[config.mk]
export PLATFORM = sky130hd
export DESIGN_NAME = pico_ctrl_unit
export DESIGN_NICKNAME = d
export VERILOG_FILES = /design/src/rtl/pico_ctrl_pkg.sv /design/src/rtl/pico_mcycle_cnt.sv /design/src/rtl/pico_ctrl_unit.sv
export SDC_FILE = /design/constraint.sdc
export NUM_CORES = 1
export LEC_CHECK = 0
export ABC_AREA = 1
export CORE_AREA = 8 8 45 47
export DETAILED_ROUTE_END_ITERATION = 16
export DIE_AREA = 0 0 53 55
export DONT_BUFFER_PORTS = 1
export PLACE_DENSITY_LB_ADDON = 0.15
export SKIP_CTS_REPAIR_TIMING = 1
export SLEW_MARGIN = 10
export SYNTH_ARGS = -nofsm -noshare
export SYNTH_HDL_FRONTEND = slang
export SYNTH_SLANG_ARGS = --single-unit
[constraint.sdc]
create_clock -name clk -period 1.1 [get_ports clk]
set_clock_uncertainty 0.2 [all_clocks]
set_input_delay 0.11 -clock clk [delete_from_list [all_inputs] [get_ports clk]]
set_output_delay 0.11 -clock clk [all_outputs]
set_load 0.01 [all_outputs]
[src/rtl/pico_ctrl_pkg.sv]
// Shared opcode, ALU-function and state definitions for the picoMIPS control unit.
// The HALTED state exists only when PICO_HALT_EN is defined.
package pico_ctrl_pkg;

   localparam logic [31:0] OP_ADD  = 32'd0;
   localparam logic [31:0] OP_ADDI = 32'd1;
   localparam logic [31:0] OP_MUL  = 32'd2;
   localparam logic [31:0] OP_LDI  = 32'd3;
   localparam logic [31:0] OP_BEQ  = 32'd4;
   localparam logic [31:0] OP_BNE  = 32'd5;
   localparam logic [31:0] OP_NOP  = 32'd6;
   localparam logic [31:0] OP_HALT = 32'd7;

   // ALU select codes mirror the opcode values of the instructions that use them
   localparam logic [2:0] ALU_ADD  = 3'd0;
   localparam logic [2:0] ALU_ADDI = 3'd1;
   localparam logic [2:0] ALU_MUL  = 3'd2;
   localparam logic [2:0] ALU_LDI  = 3'd3;
   localparam logic [2:0] ALU_NOP  = 3'd0;

   typedef enum logic [1:0] {
      ST_BOOT     = 2'd0,
      ST_DECODE   = 2'd1,
      ST_MUL_WAIT = 2'd2
`ifdef PICO_HALT_EN
      ,ST_HALTED  = 2'd3
`endif
   } state_e;

endpackage

[src/rtl/pico_mcycle_cnt.sv]
// Down-counter that times the extra cycles of a multi-cycle MUL.
// Loads MUL_CYCLES-2, decrements on request and flags when it reaches zero.
module pico_mcycle_cnt #(
   parameter int MUL_CYCLES = 1
) (
   input  logic clk,
   input  logic n_reset,
   input  logic load,
   input  logic dec,
   output logic zero
);

   localparam logic [3:0] LOAD_VAL = (MUL_CYCLES > 1) ? 4'(MUL_CYCLES - 2) : 4'd0;

   logic [3:0] cnt_r;

   // Counter register: load wins over decrement
   always_ff @(posedge clk or negedge n_reset) begin
      if (!n_reset) begin
         cnt_r <= 4'd0;
      end else if (load) begin
         cnt_r <= LOAD_VAL;
      end else if (dec) begin
         cnt_r <= cnt_r - 4'd1;
      end else begin
         cnt_r <= cnt_r;
      end
   end

   assign zero = (cnt_r == 4'd0);

endmodule

[src/rtl/pico_ctrl_unit.sv]
// Multi-cycle picoMIPS control unit: opcode decode, branch flag, MUL stall, boot and illegal tracking.
// Optional HALT support is enabled by defining PICO_HALT_EN.
module pico_ctrl_unit
   import pico_ctrl_pkg::*;
#(
   parameter int OPW        = 4,
   parameter int ALUFW      = 3,
   parameter int MUL_CYCLES = 1
) (
   input  logic             clk,
   input  logic             n_reset,
   input  logic [OPW-1:0]   opcode,
   input  logic             instr_valid,
   input  logic             alu_zero,
   output logic             pc_incr,
   output logic             pc_relbranch,
   output logic [ALUFW-1:0] alu_func,
   output logic             imm,
   output logic             w,
   output logic             mul_busy,
   output logic             illegal,
   output logic             halted
);

   state_e            state_r;
   state_e            state_nxt_s;
   logic              z_r;
   logic              illegal_r;
   logic [31:0]       op_s;
   logic              pc_incr_s;
   logic              pc_relbranch_s;
   logic [ALUFW-1:0]  alu_func_s;
   logic              imm_s;
   logic              w_s;
   logic              mul_busy_s;
   logic              illegal_set_s;
   logic              cnt_load_s;
   logic              cnt_dec_s;
   logic              cnt_zero_s;

   pico_mcycle_cnt #(
      .MUL_CYCLES (MUL_CYCLES)
   ) u_cnt (
      .clk     (clk),
      .n_reset (n_reset),
      .load    (cnt_load_s),
      .dec     (cnt_dec_s),
      .zero    (cnt_zero_s)
   );

   // Next-state and control decode; every control starts at its idle value
   always_comb begin
      state_nxt_s    = state_r;
      op_s           = 32'(opcode);
      pc_incr_s      = 1'b0;
      pc_relbranch_s = 1'b0;
      alu_func_s     = ALUFW'(ALU_NOP);
      imm_s          = 1'b0;
      w_s            = 1'b0;
      mul_busy_s     = 1'b0;
      illegal_set_s  = 1'b0;
      cnt_load_s     = 1'b0;
      cnt_dec_s      = 1'b0;
      case (state_r)
         ST_BOOT: begin
            state_nxt_s = ST_DECODE;
         end
         ST_DECODE: begin
            pc_incr_s = 1'b1;
            if (instr_valid) begin
               case (op_s)
                  OP_ADD, OP_LDI: begin
                     alu_func_s = ALUFW'(op_s);
                     w_s        = 1'b1;
                  end
                  OP_ADDI: begin
                     alu_func_s = ALUFW'(op_s);
                     w_s        = 1'b1;
                     imm_s      = 1'b1;
                  end
                  OP_MUL: begin
                     alu_func_s = ALUFW'(op_s);
                     imm_s      = 1'b1;
                     if (MUL_CYCLES > 1) begin
                        pc_incr_s   = 1'b0;
                        cnt_load_s  = 1'b1;
                        state_nxt_s = ST_MUL_WAIT;
                     end else begin
                        w_s = 1'b1;
                     end
                  end
                  OP_BEQ, OP_BNE: begin
                     alu_func_s = ALUFW'(op_s);
                     // BEQ branches on a set flag, BNE on a clear one
                     if (z_r == (op_s == OP_BEQ)) begin
                        pc_incr_s      = 1'b0;
                        pc_relbranch_s = 1'b1;
                     end else begin
                        pc_incr_s      = 1'b1;
                     end
                  end
                  OP_NOP: begin
                     pc_incr_s = 1'b1;
                  end
`ifdef PICO_HALT_EN
                  OP_HALT: begin
                     pc_incr_s   = 1'b0;
                     state_nxt_s = ST_HALTED;
                  end
`endif
                  default: begin
                     illegal_set_s = 1'b1;
                  end
               endcase
            end else begin
               pc_incr_s = 1'b1;
            end
         end
         ST_MUL_WAIT: begin
            alu_func_s = ALUFW'(ALU_MUL);
            imm_s      = 1'b1;
            mul_busy_s = 1'b1;
            if (cnt_zero_s) begin
               w_s         = 1'b1;
               pc_incr_s   = 1'b1;
               state_nxt_s = ST_DECODE;
            end else begin
               cnt_dec_s   = 1'b1;
            end
         end
`ifdef PICO_HALT_EN
         ST_HALTED: begin
            state_nxt_s = ST_HALTED;
         end
`endif
         default: begin
            state_nxt_s = ST_BOOT;
         end
      endcase
   end

   // State, zero flag and sticky illegal registers
   always_ff @(posedge clk or negedge n_reset) begin
      if (!n_reset) begin
         state_r   <= ST_BOOT;
         z_r       <= 1'b0;
         illegal_r <= 1'b0;
      end else begin
         state_r <= state_nxt_s;
         if (w_s) begin
            z_r <= alu_zero;
         end else begin
            z_r <= z_r;
         end
         if (illegal_set_s) begin
            illegal_r <= 1'b1;
         end else begin
            illegal_r <= illegal_r;
         end
      end
   end

   assign pc_incr      = pc_incr_s;
   assign pc_relbranch = pc_relbranch_s;
   assign alu_func     = alu_func_s;
   assign imm          = imm_s;
   assign w            = w_s;
   assign mul_busy     = mul_busy_s;
   assign illegal      = illegal_r;
`ifdef PICO_HALT_EN
   assign halted       = (state_r == ST_HALTED);
`else
   assign halted       = 1'b0;
`endif

endmodule

==> results of run 1 <==
[worst min-delay path by stage]
| stage | to | slack (ns) | depth (start not counted) |
|---|---|---|---|
| 3_3_place_gp | illegal$_DFFE_PN0P_ | -0.39 | 0 |
| 2_1_floorplan | illegal$_DFFE_PN0P_ | -0.39 | 0 |
| 3_5_place_dp | illegal$_DFFE_PN0P_ | -0.39 | 0 |
| 4_1_cts | illegal$_DFFE_PN0P_ | -0.64 | 0 |
| 5_1_grt | z_r$_DFFE_PN0P_ | -0.16 | 2 |
| 6_report | z_r$_DFFE_PN0P_ | -0.16 | 2 |
[cell usage after synthesis]
cell type / count / area, um2
dfrtp_1: 3 / 75.1
nand4_1: 1 / 6.26
o21bai_1: 1 / 7.51
nor2_2: 3 / 18.8
nor2_4: 1 / 11.3
buf_4: 2 / 15.0
nand3_2: 2 / 20.0
conb_1: 2 / 7.51
nor2_1: 3 / 11.3
nand2_1: 12 / 45.0
nand2_2: 1 / 6.26
a21oi_2: 1 / 8.76
nor3_1: 1 / 5.00
inv_1: 8 / 30.0
inv_2: 2 / 7.51
[state kept, by name (all words and copies together), names as in the netlist]
| name | count |
|---|---|
| state_r | 1 |
| illegal | 1 |
| z_r | 1 |
[layout make-up]
| cell class | count | area [um2] |
|---|---|---|
| clock buffers | 4 | 26.3 |
| fillers | 165 | 958 |
| inverters | 10 | 37.5 |
| multi-input cells | 29 | 199 |
| flip-flops and latches | 3 | 76.3 |
| well taps | 16 | 20.0 |
| repair buffers | 7 | 66.3 |
[cells by family after synthesis]
kind of cell / share of synthesized area [%]
AND/OR/NAND/NOR: 45.0
flip-flops: 27.3
other: 2.73
buffers and inverters: 19.1
AO/OA/AOI/OAI: 5.91
[critical path, cell delays in order, from the launching register on]
cell     delay, ns
dfrtp_2       0.41
nand2_2       0.08
nor3_2        0.14
buf_4         0.14
[power groups by stage]
stage / registers [mW] / clock network, mW / logic (mW)
floorplan: 0.128 / 0 / 0.0575
global placement: 0.128 / 0 / 0.0641
detailed placement: 0.128 / 0 / 0.0642
CTS: 0.127 / 0.201 / 0.0643
global route: 0.130 / 0.208 / 0.105
finish: 0.129 / 0.191 / 0.0936
[layer usage]
layer,track usage [%],share of wire (%),up-vias,wire [um]
met5,0,0,-,0
met4,2.59,0,0,0
met3,4.55,12,0,88
met2,8.20,55,9,407
met1,5.04,33,116,248
li1,-,-,140,-
[stage by stage]
| step | worst slack (ns) | hold slack [ns] | utilization [%] | cell area [um2] |
|---|---|---|---|---|
| floorplan | 0.00929 | -0.386 | - | 279 |
| global placement | 0.00486 | -0.385 | 21.6 | 299 |
| detailed placement | -0.0213 | -0.385 | 21.6 | 299 |
| CTS | -0.269 | -0.637 | 23.5 | 325 |
| global route | -0.273 | -0.160 | 30.7 | 425 |
| finish | -0.205 | -0.157 | 30.7 | 425 |
[placed cells by master (no fill, tap or decap), types with 2 or more instances in the layout]
cell type / n
nand2_1: 11
inv_1: 6
nor2_2: 4
inv_2: 4
dlygate4sd3_1: 4
nor2_4: 3
conb_1: 3
clkbuf_4: 3
nand3_4: 2
nand2_2: 2
dfrtp_1: 2
buf_4: 2
==> impl_metrics.ini, run 1 <==
[floorplanning]
dieArea_um2 = 2920
core_area_um2 = 1380
num_rows = 14
die_x_um = 53
die_h_um = 55
start_util_pct = 19.9
ios = 18

[route]
viasPerCell = 3.84
drt_wl_total_um = 744
drtIter0Drc = 1
wl_per_cell_um = 10.8
remaining_drc_errors = 0
ant_nets = 0
vias = 265
dr.pass1.iters = 2

[sta]
maxSlewViolCount = 0
layout_min_cycle_time_ns = 1.31
finalHoldViolations = 2
min_period_over_period_pct = 119
timing.final.ws_setup_ns = -0.205
hold_slack_ns = -0.157
final.setup.tns_ns = -1.08
rsz0062_at_grt = true
max_freq_mhz = 766
setup_viol = 8

[synth]
synth_area_um2 = 275
ys_seq_area_share_pct = 27.3
synth.distinct_cells = 15
yosys_warnings = 0
ys_ff_latch = 3
synth_cells = 43
syn-mean-instance-area_um2 = 6.40

[global_routing]
first_global_vias = 264
grt_max_degree = 5
grt_usage_pct = 5.36
grt_pass1_wl_um = 1150
antenna_found_initial = 0
grt_overflow_total = 0

[power_and_ir_drop]
switching_power_mw = 0.118
powerDensity_nw_per_um2 = 971
swShare_pct = 28.5
power_frac_comb_pct = 22.7
seq_power_share_pct = 31.2
p_int_mw = 0.295
pwr-share-clk_pct = 46.2
finalPower_mw = 0.413
vdd_drop_max_v = 0.000486
p_leak_nw = 0.204

[setup_path]
start_kind = register
critPathKind = register to output pin
crit_arrival_ns = 1.00
cp_max_fo = 4
r2r_slack_ns = -0.01
r2r_end = z_r$_DFFE_PN0P_
cp-startpoint = state_r[0]$_DFFE_PN0N_
cp_data_required_time_ns = 0.79
timing.rr.start = state_r[0]$_DFFE_PN0N_
endpoint_kind = output pin
ff2ff_path_depth = 4
cp-endpoint = alu_func[0]

[clock_network]
clk_path_buf_depth = 2
cts.clk_slew.worst_paths_ns = 0.03
tritoncts = yes
cts_buffers = 3
cts_root_buffer = clkbuf_4
worstSkewPairLatency_ns = 0.23
htree_levels = 1
cts.sinks = 3

[layout]
fin_cells = 69
area_growth_pct = 54.5
nets = 62
num_antenna_cells = 0
layout-drive-gt1-share_pct = 45.3

[hold_path]
min_path_type = input pin to register
hold_start = instr_valid

[placement]
place_hpwl_um = 590
port_buffers = 0
dp_cells = 60
gp_congestion = 0.657

[outcome]
violations = negative hold slack, negative setup slack
outcome = complete, but fails checks

[flow_run]
maxCapViolCount = 0
Note: power is estimated with default switching activity, not from simulation.
==> run 2, diff against run 1 <==
--- a/config.mk
+++ b/config.mk
@@ -7,9 +7,11 @@
 export LEC_CHECK = 0
 export ABC_AREA = 1
 export CORE_AREA = 8 8 45 47
+export CTS_CLUSTER_DIAMETER = 50
 export DETAILED_ROUTE_END_ITERATION = 16
 export DIE_AREA = 0 0 53 55
 export DONT_BUFFER_PORTS = 1
+export GPL_TIMING_DRIVEN = 0
 export PLACE_DENSITY_LB_ADDON = 0.15
 export SKIP_CTS_REPAIR_TIMING = 1
 export SLEW_MARGIN = 10
==> run 2 against run 1 <==
  * The flow still finishes with violations (negative hold slack, negative setup slack)
  * Sequential cell count did not move
  * Highest routed layer is now met4
  * Routed wire length fell by 11%
  * Critical path depth fell by 1
  * Total power decreased by 2.8%
  * Combinational power fell by 8.3%
  * Setup slack gained 0.028 ns
  * Non-clock buffer count fell by 1
  * Critical endpoint unchanged
  * Critical path type unchanged
  * First-iteration DRC count grew to 3.0 times the previous value
==> impl_metrics.ini, run 2 (synthesized netlist as in run 1, its figures left out) <==
[outcome]
outcome = complete, but fails checks
violations = negative hold slack, negative setup slack

[power_and_ir_drop]
vdd_drop_max_v = 0.000508
powerDensity_nw_per_um2 = 1020
p_leak_nw = 0.202

[hold_path]
min_path_type = input pin to register

[sta]
finalHoldViolations = 2
hold_slack_ns = -0.158
rsz0062_at_grt = true
min_period_over_period_pct = 116
max_freq_mhz = 783
layout_min_cycle_time_ns = 1.28
setup_viol = 7
timing.final.ws_setup_ns = -0.177
maxSlewViolCount = 0
final.setup.tns_ns = -0.932

[route]
vias = 260
remaining_drc_errors = 0
dr.pass1.iters = 2
ant_nets = 0
drtIter0Drc = 3
wl_per_cell_um = 9.75
viasPerCell = 3.82
drt_wl_total_um = 663

[floorplanning]
core_area_um2 = 1380
dieArea_um2 = 2920
die_x_um = 53
die_h_um = 55
num_rows = 14
ios = 18
start_util_pct = 19.9

[setup_path]
start_kind = register
crit_arrival_ns = 0.97
critPathKind = register to output pin
endpoint_kind = output pin
cp_max_fo = 5
cp_data_required_time_ns = 0.79

[placement]
dp_slack_ns = -0.109
dp_cells = 60
place_hpwl_um = 591
gp_congestion = 0.673
dpl_cell_area_um2 = 299
port_buffers = 0

[layout]
fin_cells = 68
nets = 61
final_common_cell = nand2_1
fin_area_um2 = 393
layout_common_cells = 12 x nand2_1, 6 x inv_1, 6 x nor2_2
layout-drive-gt1-share_pct = 42.3
area_growth_pct = 42.7
nFillCells = 152
num_antenna_cells = 0

[global_routing]
grt_overflow_total = 0
grt_pass1_wl_um = 1010
grt_max_degree = 6
first_global_vias = 262
grt_usage_pct = 4.87
antenna_found_initial = 0

[clock_network]
worstSkewPairLatency_ns = 0.23
tritoncts = yes
cts.clk_slew.worst_paths_ns = 0.03
clk_path_buf_depth = 2
cts_buffers = 3
cts_root_buffer = clkbuf_4
cts.sinks = 3
htree_levels = 1

[flow_run]
maxCapViolCount = 0
[run 2: changes by cell type in the layout (fill, tap and decap cells not counted)]
cell,change
buf_6,-1
nand2_1,+1
nand3_4,-2
nor2_4,-2
nor3_2,-1
nor2_2,+2
nor3_4,+1
nand2_2,-1
nand3_2,+2
[run 2: power breakdown]
part	switching (mW)	internal [mW]
sequential	0.00800	0.120
combinational	0.0488	0.0370
clock	0.0517	0.136
total	0.109	0.293
[run 2: metrics by stage]
step	utilization (%)	power, mW
3_5_place_dp	21.6	0.195
2_1_floorplan	-	0.185
4_1_cts	23.5	0.391
6_report	28.4	0.401
3_3_place_gp	21.6	0.194
5_1_grt	28.4	0.433
[run 2: worst paths after layout]
kind                            cells past startpoint                      to  slack [ns]                    from
worst max-delay path                                2             alu_func[0]       -0.18  state_r[0]$_DFFE_PN0N_
worst min-delay path                                2         z_r$_DFFE_PN0P_       -0.16             instr_valid
worst max register to register                      4     illegal$_DFFE_PN0P_        0.06  state_r[0]$_DFFE_PN0N_
worst min register to register                      2         z_r$_DFFE_PN0P_        0.31         z_r$_DFFE_PN0P_
max in group asynchronous                           2  state_r[0]$_DFFE_PN0N_        0.08                 n_reset
min in group asynchronous                           2         z_r$_DFFE_PN0P_        0.47                 n_reset
[run 2: worst max-delay path: stages (launching register included)]
cell	delay (ns)
dfrtp_2	0.40
nand2_1	0.12
nor3_4	0.22
[run 2: per-layer routing]
metal,wire length [um],global-route usage (%),share of wire [%]
met5,0,0,0
met4,16,5.17,2.4
met3,92,2.94,14
met2,326,8.40,49
met1,228,3.50,34
[run 2: layout make-up]
cell class	instances	area, um2	area share [%]
well taps	16	20.0	5.10
flip-flops and latches	3	76.3	19.4
repair buffers	4	40.0	10.2
inverters	10	37.5	9.55
multi-input cells	29	178	45.2
clock buffers	4	26.3	6.69
plain buffers	2	15.0	3.82
